[config.mk]
export PLATFORM = sky130hd
export DESIGN_NAME = fifo_stack_sched
export DESIGN_NICKNAME = d
export VERILOG_FILES = /design/src/rtl/fifo_stack_sched.sv
export SDC_FILE = /design/constraint.sdc
export NUM_CORES = 1
export LEC_CHECK = 0
export CAP_MARGIN = 20
export CORE_ASPECT_RATIO = 0.75
export CORE_MARGIN = 8
export CORE_UTILIZATION = 48
export CTS_CLUSTER_DIAMETER = 30
export DETAILED_ROUTE_END_ITERATION = 8
export GPL_ROUTABILITY_DRIVEN = 1
export PLACE_DENSITY_LB_ADDON = 0.1
export SETUP_SLACK_MARGIN = 0.15
export SYNTH_ARGS = -nofsm -noshare
export SYNTH_HDL_FRONTEND = slang
export SYNTH_SLANG_ARGS = --single-unit
[constraint.sdc]
create_clock -name clk -period 3 [get_ports clk]
set_input_delay 0.45 -clock clk [delete_from_list [all_inputs] [get_ports clk]]
set_output_delay 0.45 -clock clk [all_outputs]
set_load 0.05 [all_outputs]
[src/rtl/fifo_stack_sched.sv]
// Byte scheduler for a bit-serial FIFO: arbitrates two byte producers and one consumer,
// serialising bytes LSB first. Optional FLUSH state when FIFO_STACK_SCHED_FLUSH_EN is defined.
`timescale 1ns/1ps
module fifo_stack_sched #(
  parameter int N_STACK_SIZE = 64
) (
  input  logic                                 clk,
  input  logic                                 rst,
`ifdef FIFO_STACK_SCHED_FLUSH_EN
  input  logic                                 flush,
`endif
  input  logic [7:0]                           a_data,
  input  logic                                 a_valid,
  output logic                                 a_ready,
  input  logic [7:0]                           b_data,
  input  logic                                 b_valid,
  output logic                                 b_ready,
  input  logic                                 rd_req,
  output logic [7:0]                           rd_data,
  output logic                                 rd_valid,
  output logic [$clog2(N_STACK_SIZE/8+1)-1:0]  bytes_avail,
  output logic                                 err,
  output logic                                 fifo_data_in,
  output logic                                 fifo_in_ctrl,
  output logic                                 fifo_out_ctrl,
  input  logic                                 fifo_data_out,
  input  logic                                 fifo_overflow
);

  localparam int CW = $clog2(N_STACK_SIZE + 1);
  localparam int BW = $clog2(N_STACK_SIZE / 8 + 1);
  localparam logic [CW-1:0] RD_MIN   = CW'(8);
  localparam logic [CW-1:0] WR_LIMIT = CW'(N_STACK_SIZE - 8);
  localparam logic [CW-1:0] FULL     = CW'(N_STACK_SIZE);

  typedef enum logic [1:0] {
    IDLE,
    WRITE,
`ifdef FIFO_STACK_SCHED_FLUSH_EN
    READ,
    FLUSH
`else
    READ
`endif
  } stateT;

  stateT         state_q, state_d;
  logic [CW-1:0] bitCount_q, bitCount_d;
  logic [2:0]    bitIdx_q, bitIdx_d;
  logic [7:0]    shreg_q, shreg_d;
  logic [7:0]    rdShreg_q, rdShreg_d;
  logic [7:0]    rdData_q, rdData_d;
  logic          rdValid_q, rdValid_d;
  logic          lastOpRead_q, lastOpRead_d;
  logic          rrFavourB_q, rrFavourB_d;
  logic          err_q, err_d;

  logic rdOk, wrOk, pickB, aGrant, bGrant, inCtrl, outCtrl, dataIn;

  always_ff @(posedge clk or posedge rst) begin
    if (rst) begin
      state_q      <= IDLE;
      bitCount_q   <= '0;
      bitIdx_q     <= '0;
      shreg_q      <= '0;
      rdShreg_q    <= '0;
      rdData_q     <= '0;
      rdValid_q    <= 1'b0;
      lastOpRead_q <= 1'b0;
      rrFavourB_q  <= 1'b0;
      err_q        <= 1'b0;
    end else begin
      state_q      <= state_d;
      bitCount_q   <= bitCount_d;
      bitIdx_q     <= bitIdx_d;
      shreg_q      <= shreg_d;
      rdShreg_q    <= rdShreg_d;
      rdData_q     <= rdData_d;
      rdValid_q    <= rdValid_d;
      lastOpRead_q <= lastOpRead_d;
      rrFavourB_q  <= rrFavourB_d;
      err_q        <= err_d;
    end
  end

  // The rd_valid cycle makes no grant, so ready never coincides with it and a
  // still-held rd_req cannot start a second read.
  always_comb begin
    state_d      = state_q;
    bitCount_d   = bitCount_q;
    bitIdx_d     = bitIdx_q;
    shreg_d      = shreg_q;
    rdShreg_d    = rdShreg_q;
    rdData_d     = rdData_q;
    rdValid_d    = 1'b0;
    lastOpRead_d = lastOpRead_q;
    rrFavourB_d  = rrFavourB_q;
    err_d        = err_q;
    pickB        = 1'b0;
    aGrant       = 1'b0;
    bGrant       = 1'b0;
    inCtrl       = 1'b0;
    outCtrl      = 1'b0;
    dataIn       = 1'b0;
    rdOk         = rd_req && (bitCount_q >= RD_MIN);
    wrOk         = (a_valid || b_valid) && (bitCount_q <= WR_LIMIT);

    case (state_q)
      IDLE: begin
`ifdef FIFO_STACK_SCHED_FLUSH_EN
        if (flush) begin
          if (bitCount_q != '0) state_d = FLUSH;
        end else
`endif
        if (!rdValid_q) begin
          if (rdOk && (!wrOk || !lastOpRead_q)) begin
            state_d      = READ;
            bitIdx_d     = '0;
            lastOpRead_d = 1'b1;
          end else if (wrOk) begin
            pickB        = b_valid && (!a_valid || rrFavourB_q);
            aGrant       = !pickB;
            bGrant       = pickB;
            shreg_d      = pickB ? b_data : a_data;
            rrFavourB_d  = !rrFavourB_q;
            lastOpRead_d = 1'b0;
            state_d      = WRITE;
            bitIdx_d     = '0;
          end
        end
      end
      WRITE: begin
        inCtrl   = 1'b1;
        dataIn   = shreg_q[bitIdx_q];
        if (bitCount_q != FULL) bitCount_d = bitCount_q + CW'(1);
        if (fifo_overflow) err_d = 1'b1;
        bitIdx_d = bitIdx_q + 3'd1;
        if (bitIdx_q == 3'd7) state_d = IDLE;
      end
      READ: begin
        outCtrl = 1'b1;
        if (bitCount_q != '0) bitCount_d = bitCount_q - CW'(1);
        rdShreg_d[bitIdx_q] = fifo_data_out;
        bitIdx_d = bitIdx_q + 3'd1;
        if (bitIdx_q == 3'd7) begin
          rdData_d  = rdShreg_d;
          rdValid_d = 1'b1;
          state_d   = IDLE;
        end
      end
`ifdef FIFO_STACK_SCHED_FLUSH_EN
      FLUSH: begin
        outCtrl = 1'b1;
        if (bitCount_q != '0) bitCount_d = bitCount_q - CW'(1);
        if (bitCount_q <= CW'(1)) state_d = IDLE;
      end
`endif
      default: state_d = IDLE;
    endcase
  end

  // Grants are combinational on the producer valids, so they are masked while reset is held.
  assign a_ready       = aGrant && !rst;
  assign b_ready       = bGrant && !rst;
  assign fifo_in_ctrl  = inCtrl;
  assign fifo_out_ctrl = outCtrl;
  assign fifo_data_in  = dataIn;
  assign rd_data       = rdData_q;
  assign rd_valid      = rdValid_q;
  assign err           = err_q;
  assign bytes_avail   = BW'(bitCount_q >> 3);

endmodule

## After elaboration in Yosys (flattened, before gate mapping)

Cells that the tools add are included.

- Add/sub/neg operators: 3
- Multipliers: 0
- Div/mod/pow operators: 0
- $lt $le $gt $ge: 4
- Equality and inequality tests: 9
- Shifts and indexed selects: 0
- Multiplexer cells: 33
- Bitwise operators: 2
- Reductions and logical operators: 29

Operators with widths:

| kind | number |
|---|---|
| $mux W1 | 17 |
| $mux W7 | 2 |
| $pmux W7 S2 | 1 |
| $reduce_and A3 Y1 | 4 |
| $mux W3 | 3 |
| $bwmux W8 | 1 |
| $mux W2 | 4 |
| $mux W8 | 1 |
| $add A7 B1 Y7 const B | 1 |
| $ge A7 B4 Y1 const B | 1 |
| $le A7 B6 Y1 const B | 1 |
| $logic_and A1 B1 Y1 | 7 |
| $ne A7 B7 Y1 const B | 1 |
| $reduce_bool A7 Y1 | 1 |
| $sub A7 B1 Y7 const B | 1 |
| $logic_not A1 Y1 | 6 |
| $ne A2 B2 Y1 const B | 3 |
| $pmux W3 S2 | 1 |
| $reduce_bool A2 Y1 | 3 |
| $lt A3 B4 Y1 const B | 1 |
| $pmux W2 S2 | 1 |
| $reduce_and A2 Y1 | 2 |
| $reduce_and A4 Y1 | 1 |
| $add A3 B1 Y3 const B | 1 |
| other kinds (12) | 15 |

- Flip-flop bits (word level): 40
- Latch bits: 0
- RAM bits: 0
- Memory bits (read-only): 0
- Input port bits: 23
- Output and inout bits: 19
- Word-level logic and storage cells: 90
- Memories kept: 0

## Logic depth before layout (Yosys ltp)

Gate-level depths: netlist of the first run.

- Depth after elaboration: 9
- Gate-level depth with buffers: 10

## Least setup slack after synthesis of the first run

Ideal clock, no wire load.

- Kind: flip-flop to flip-flop
- Start point: register state_q[0]
- End point: register bitCount_q[6]
- Setup time: 0.080 ns
- Data arrival time: 2.745 ns
- Path slack: 0.175 ns
- Stages on the path, launching flop included: 11
- Clock period less this slack: 2.825 ns
- Path through: dfrtp_1 -> inv_1 -> ha_1 -> buf_2 -> inv_1 -> fa_1 -> nor2b_1 -> o31a_1 -> mux2_2 -> o21ai_1 -> xnor2_1

- Word-level cells in the longest chain between the ends: 3
- Elaborated cells between the ends (all ways): 7
- Those cells by class: 4 x eq/ne; 1 x mux; 2 x reduce/logical

Ends and longest elaborated chain:

| item | RTL line | source |
|---|---|---|
| from (decl) | 47 | `stateT state_q, state_d;` |
| from (signal assigned) | 73 | `state_q <= state_d;` |
| $eq A2 B2 Y1 or $eq A2 B1 Y1 (tied branches) | 108 | `case (state_q)` |
| $ne A2 B2 Y1 (no source line) or $reduce_bool A2 Y1 (tied branches) | n/a |  |
| $reduce_and A3 Y1 (no source line) | n/a |  |
| to (signal assigned) | 74 | `bitCount_q <= bitCount_d;` |
| to (decl) | 48 | `logic [CW-1:0] bitCount_q, bitCount_d;` |

Several ways; a longest one is shown, not always the timed one.
A chain may end at the register's enable or synchronous reset.

## Final worst setup path of the first run

- Start point: register bitCount_q[3]
- End point: output port a_ready

- Word-level cells in the longest chain between the ends: 9
- Elaborated cells between the ends (all ways): 12
- Those cells by class: 2 x order compare; 4 x mux; 6 x reduce/logical

Ends and longest elaborated chain:

| item | RTL line | source |
|---|---|---|
| $le A7 B6 Y1 | 106 | `wrOk = (a_valid \|\| b_valid) && (bitCount_q <= WR_LIMIT);` |
| $logic_and A1 B1 Y1 | 106 |  |
| $logic_not A1 Y1 | 116 | `if (rdOk && (!wrOk \|\| !lastOpRead_q)) begin` |
| $logic_or A1 B1 Y1 | 116 |  |
| $logic_and A1 B1 Y1 | 116 |  |
| $mux W1 * | 116 |  |
| $mux W1 * | 115 | `if (!rdValid_q) begin` |
| $mux W1 * | 108 |  |
| $logic_and A1 B1 Y1 * | 163 | `assign a_ready = aGrant && !rst;` |
| to (decl) | 14 | `output logic a_ready,` |

Every way passes the cells marked *; elsewhere a longest branch is shown, timed or not.

==> results.cfg, run 1 <==
[floorplan]
dieArea_um2 = 7390
initial_core_util_pct = 48.9
rows = 22
num_io_pins = 42
coreArea_um2 = 4790
die_y_um = 76.5
dieWidth_um = 96.6

[synthesis]
seq_area_frac_synth_pct = 42.8
synth_top_cell_by_area = dfrtp_1
ys_ff_latch = 40
ys_warn_count = 0
syn_inst = 224
synth_area_leaders = dfrtp_1 43%, mux2i_1 7.7%, mux2_2 5.8%
synth_edf_count = 0
syn-num-nets = 258
synth_cell_types = 47
netlist_area_um2 = 2340
async_flop_share_pct = 100
synth_top_area_share_pct = 42.8
syn_avg_cell_area_um2 = 10.5
synthFlopType = dfrtp_1

[routing]
vias = 1686
postRouteAntennaNets = 0
wire_per_inst_um = 14.2
first_pass_iters = 4
viasPerCell = 5.19
wl_mm = 4.62
drc = 0
drt_iter0_markers = 99

[critical_path]
slowest_delay_ns = 0.51
worst_setup_path_start_kind = register
critPathMaxFanout = 10
required_ns = 2.55
crit_arrival_ns = 2.24
reg2regPathDepth = 9
worst_path_max_delay_cell = o41ai_4
worstPathCellList = o41ai_4 -> nor2_2 -> or3_4 -> nor3b_2 -> buf_12
critPathKind = reg -> out
crit_path_end_kind = output pin

[power]
p_int_mw = 1.71
swShare_pct = 43.7
power_switching_mw = 1.33
p_seq_share_pct = 31.4
total_power_mw = 3.04
clkPwrFrac_pct = 12.0
ir_worst_vdd_uv = 711
p_leak_nw = 1.28
p_comb_share_pct = 56.6
power.density_nw_per_um2 = 1050

[global_route]
grt_busiest_layer = met2
grt_util_all_layers_pct = 12.9
met1_usage_pct = 17.6
grt_antenna_before_repair = 0
grt_pass1_vias = 1699
use_met2_pct = 19.1
grt_pass1_wl_mm = 8.16
grt_max_degree = 41
met3_usage_pct = 4.26
globalRouteOverflowTotal = 0

[finish]
nNetsFinal = 298
n_antenna_cell = 0
layout_commonest_cell = dfrtp_1
final_cell_mix = 40 x dfrtp_1, 38 x clkdlybuf4s50_1, 18 x nor2_1, 18 x mux2i_1, 16 x nand2_1
nFillCells = 428
syn2layout_area_growth_pct = 24.1
layout-drive-gt1-share_pct = 18.1

[clock_tree]
numCtsBuffers = 5
clockBufferDepth = 2
cts_tree = done
cts_sinks = 40
path_clk_slew_ns = 0.08
post_cts_resized = 0
root_buffer = clkbuf_8
clk_latency_ns = 0.28
post_cts_buffers = 0
htreeDepth = 2
cts_hold_buf = 0

[placement]
dp_hpwl_mm = 3.37
port-buffer-count = 41
gp_routability_congestion = 0.794

[timing]
slew_headroom_pct = 59.0
skew_ns = 0.00175
hold_viol_final = 0
final_max_slew_viol_count = 0
fmax_mhz = 371
finalCritPeriodShare_pct = 89.8
min_period_ns = 2.69
fin_tns_setup_ns = 0
rsz0062_at_grt = false
setup_violations = 0
worst_pin_slew_ns = 0.616

[run]
drv_cap = 0

[worst_hold_path]
hold_depth = 1
hp-class = reg -> reg

[run_status]
run_status = finished, final reports clean
## stage by stage
step           hold WS, ns  cell area [µm²]  util, %  std cells  setup WS, ns
6_report             0.455             2910     60.7        325         0.305
5_1_grt              0.484             2910     60.7        325         0.214
4_1_cts              0.460             2900     60.4        324         0.225
3_5_place_dp         0.442             2800     58.5        316         0.448
3_3_place_gp         0.439             2800     58.5        316         0.475
2_1_floorplan        0.446             2340        -        224         0.175
## Yosys cell counts (all sizes together) (2+ instances only)
library cell / number
dfrtp: 40
nor2: 19
mux2i: 18
nand2: 16
a21oi: 15
o21ai: 15
mux2: 12
buf: 10
ha: 10
inv: 10
nor3: 9
clkbuf: 5
nor2b: 5
nand3: 4
xnor2: 4
a21o: 3
nand4: 3
nor3b: 3
a21boi: 2
a22o: 2
nand2b: 2
xor2: 2
## critical path, delay by kind of cell, from the launching register on
| kind | cells | cell delay, ns |
|---|---|---|
| AOI/OAI and AO/OA | 1 | 0.51 |
| DFF | 1 | 0.48 |
| buffers and inverters | 1 | 0.17 |
| and+or+nand+nor | 3 | 0.80 |
## flip-flops by register name, indices dropped and copies added, names as in the netlist
| signal | count |
|---|---|
| rd_valid | 1 |
| rrFavourB_q | 1 |
| bitCount_q | 7 |
| lastOpRead_q | 1 |
| shreg_q | 8 |
| bitIdx_q | 3 |
| rd_data | 8 |
| rdShreg_q | 8 |
| err | 1 |
| state_q | 2 |
## power groups by stage
stage               registers (mW)  clock network (mW)  logic [mW]
floorplan                     1.01                   0        1.30
global placement             0.956                   0        1.69
detailed placement           0.964                   0        1.71
CTS                          0.956               0.377        1.71
global route                 0.989               0.402        1.91
finish                       0.954               0.363        1.72
## logic make-up after synthesis
logic type / Yosys count / share of synthesized area (%)
buffers and inverters: 25 / 5.40
multiplexers: 31 / 14.4
flip-flops: 40 / 42.8
AO/OA/AOI/OAI: 46 / 14.4
AND/OR/NAND/NOR: 65 / 14.3
adder cells (fa/ha/maj): 11 / 6.20
XOR/XNOR: 6 / 2.57
## final timing paths
path | startpoint | to | slack [ns]
min in group asynchronous | rst | shreg_q[3] | 0.69
worst max register to register | state_q[0] | bitCount_q[6] | 0.76
worst max-delay path | bitCount_q[3] | a_ready | 0.31
worst min-delay path | err | err | 0.46
max in group asynchronous | rst | rd_data[6] | 1.96
worst min register to register | err | err | 0.46
## layout make-up
cell class	count	area, µm²	area share (%)
sequential	40	1000	34.5
clock buffer	6	82.6	2.84
timing repair buffer	47	478	16.5
inverter	10	37.5	1.29
multi-input combinational	160	1220	42.0
clock inverter	2	10.0	0.345
tap	60	75.1	2.58
## layer usage
layer | routed length (µm) | up-vias
met1 | 2330 | 774
met5 | 0 | -
met2 | 1980 | 44
met3 | 277 | 5
li1 | - | 863
met4 | 40 | 0
No activity file was read; power rests on OpenSTA's default activity.
==> inputs of run 2 (changes only) <==
SKIP_LAST_GASP = 1   (was not set)
==> results of run 2 <==
No change in the layout: final DEF, timing and power equal those of run 1.
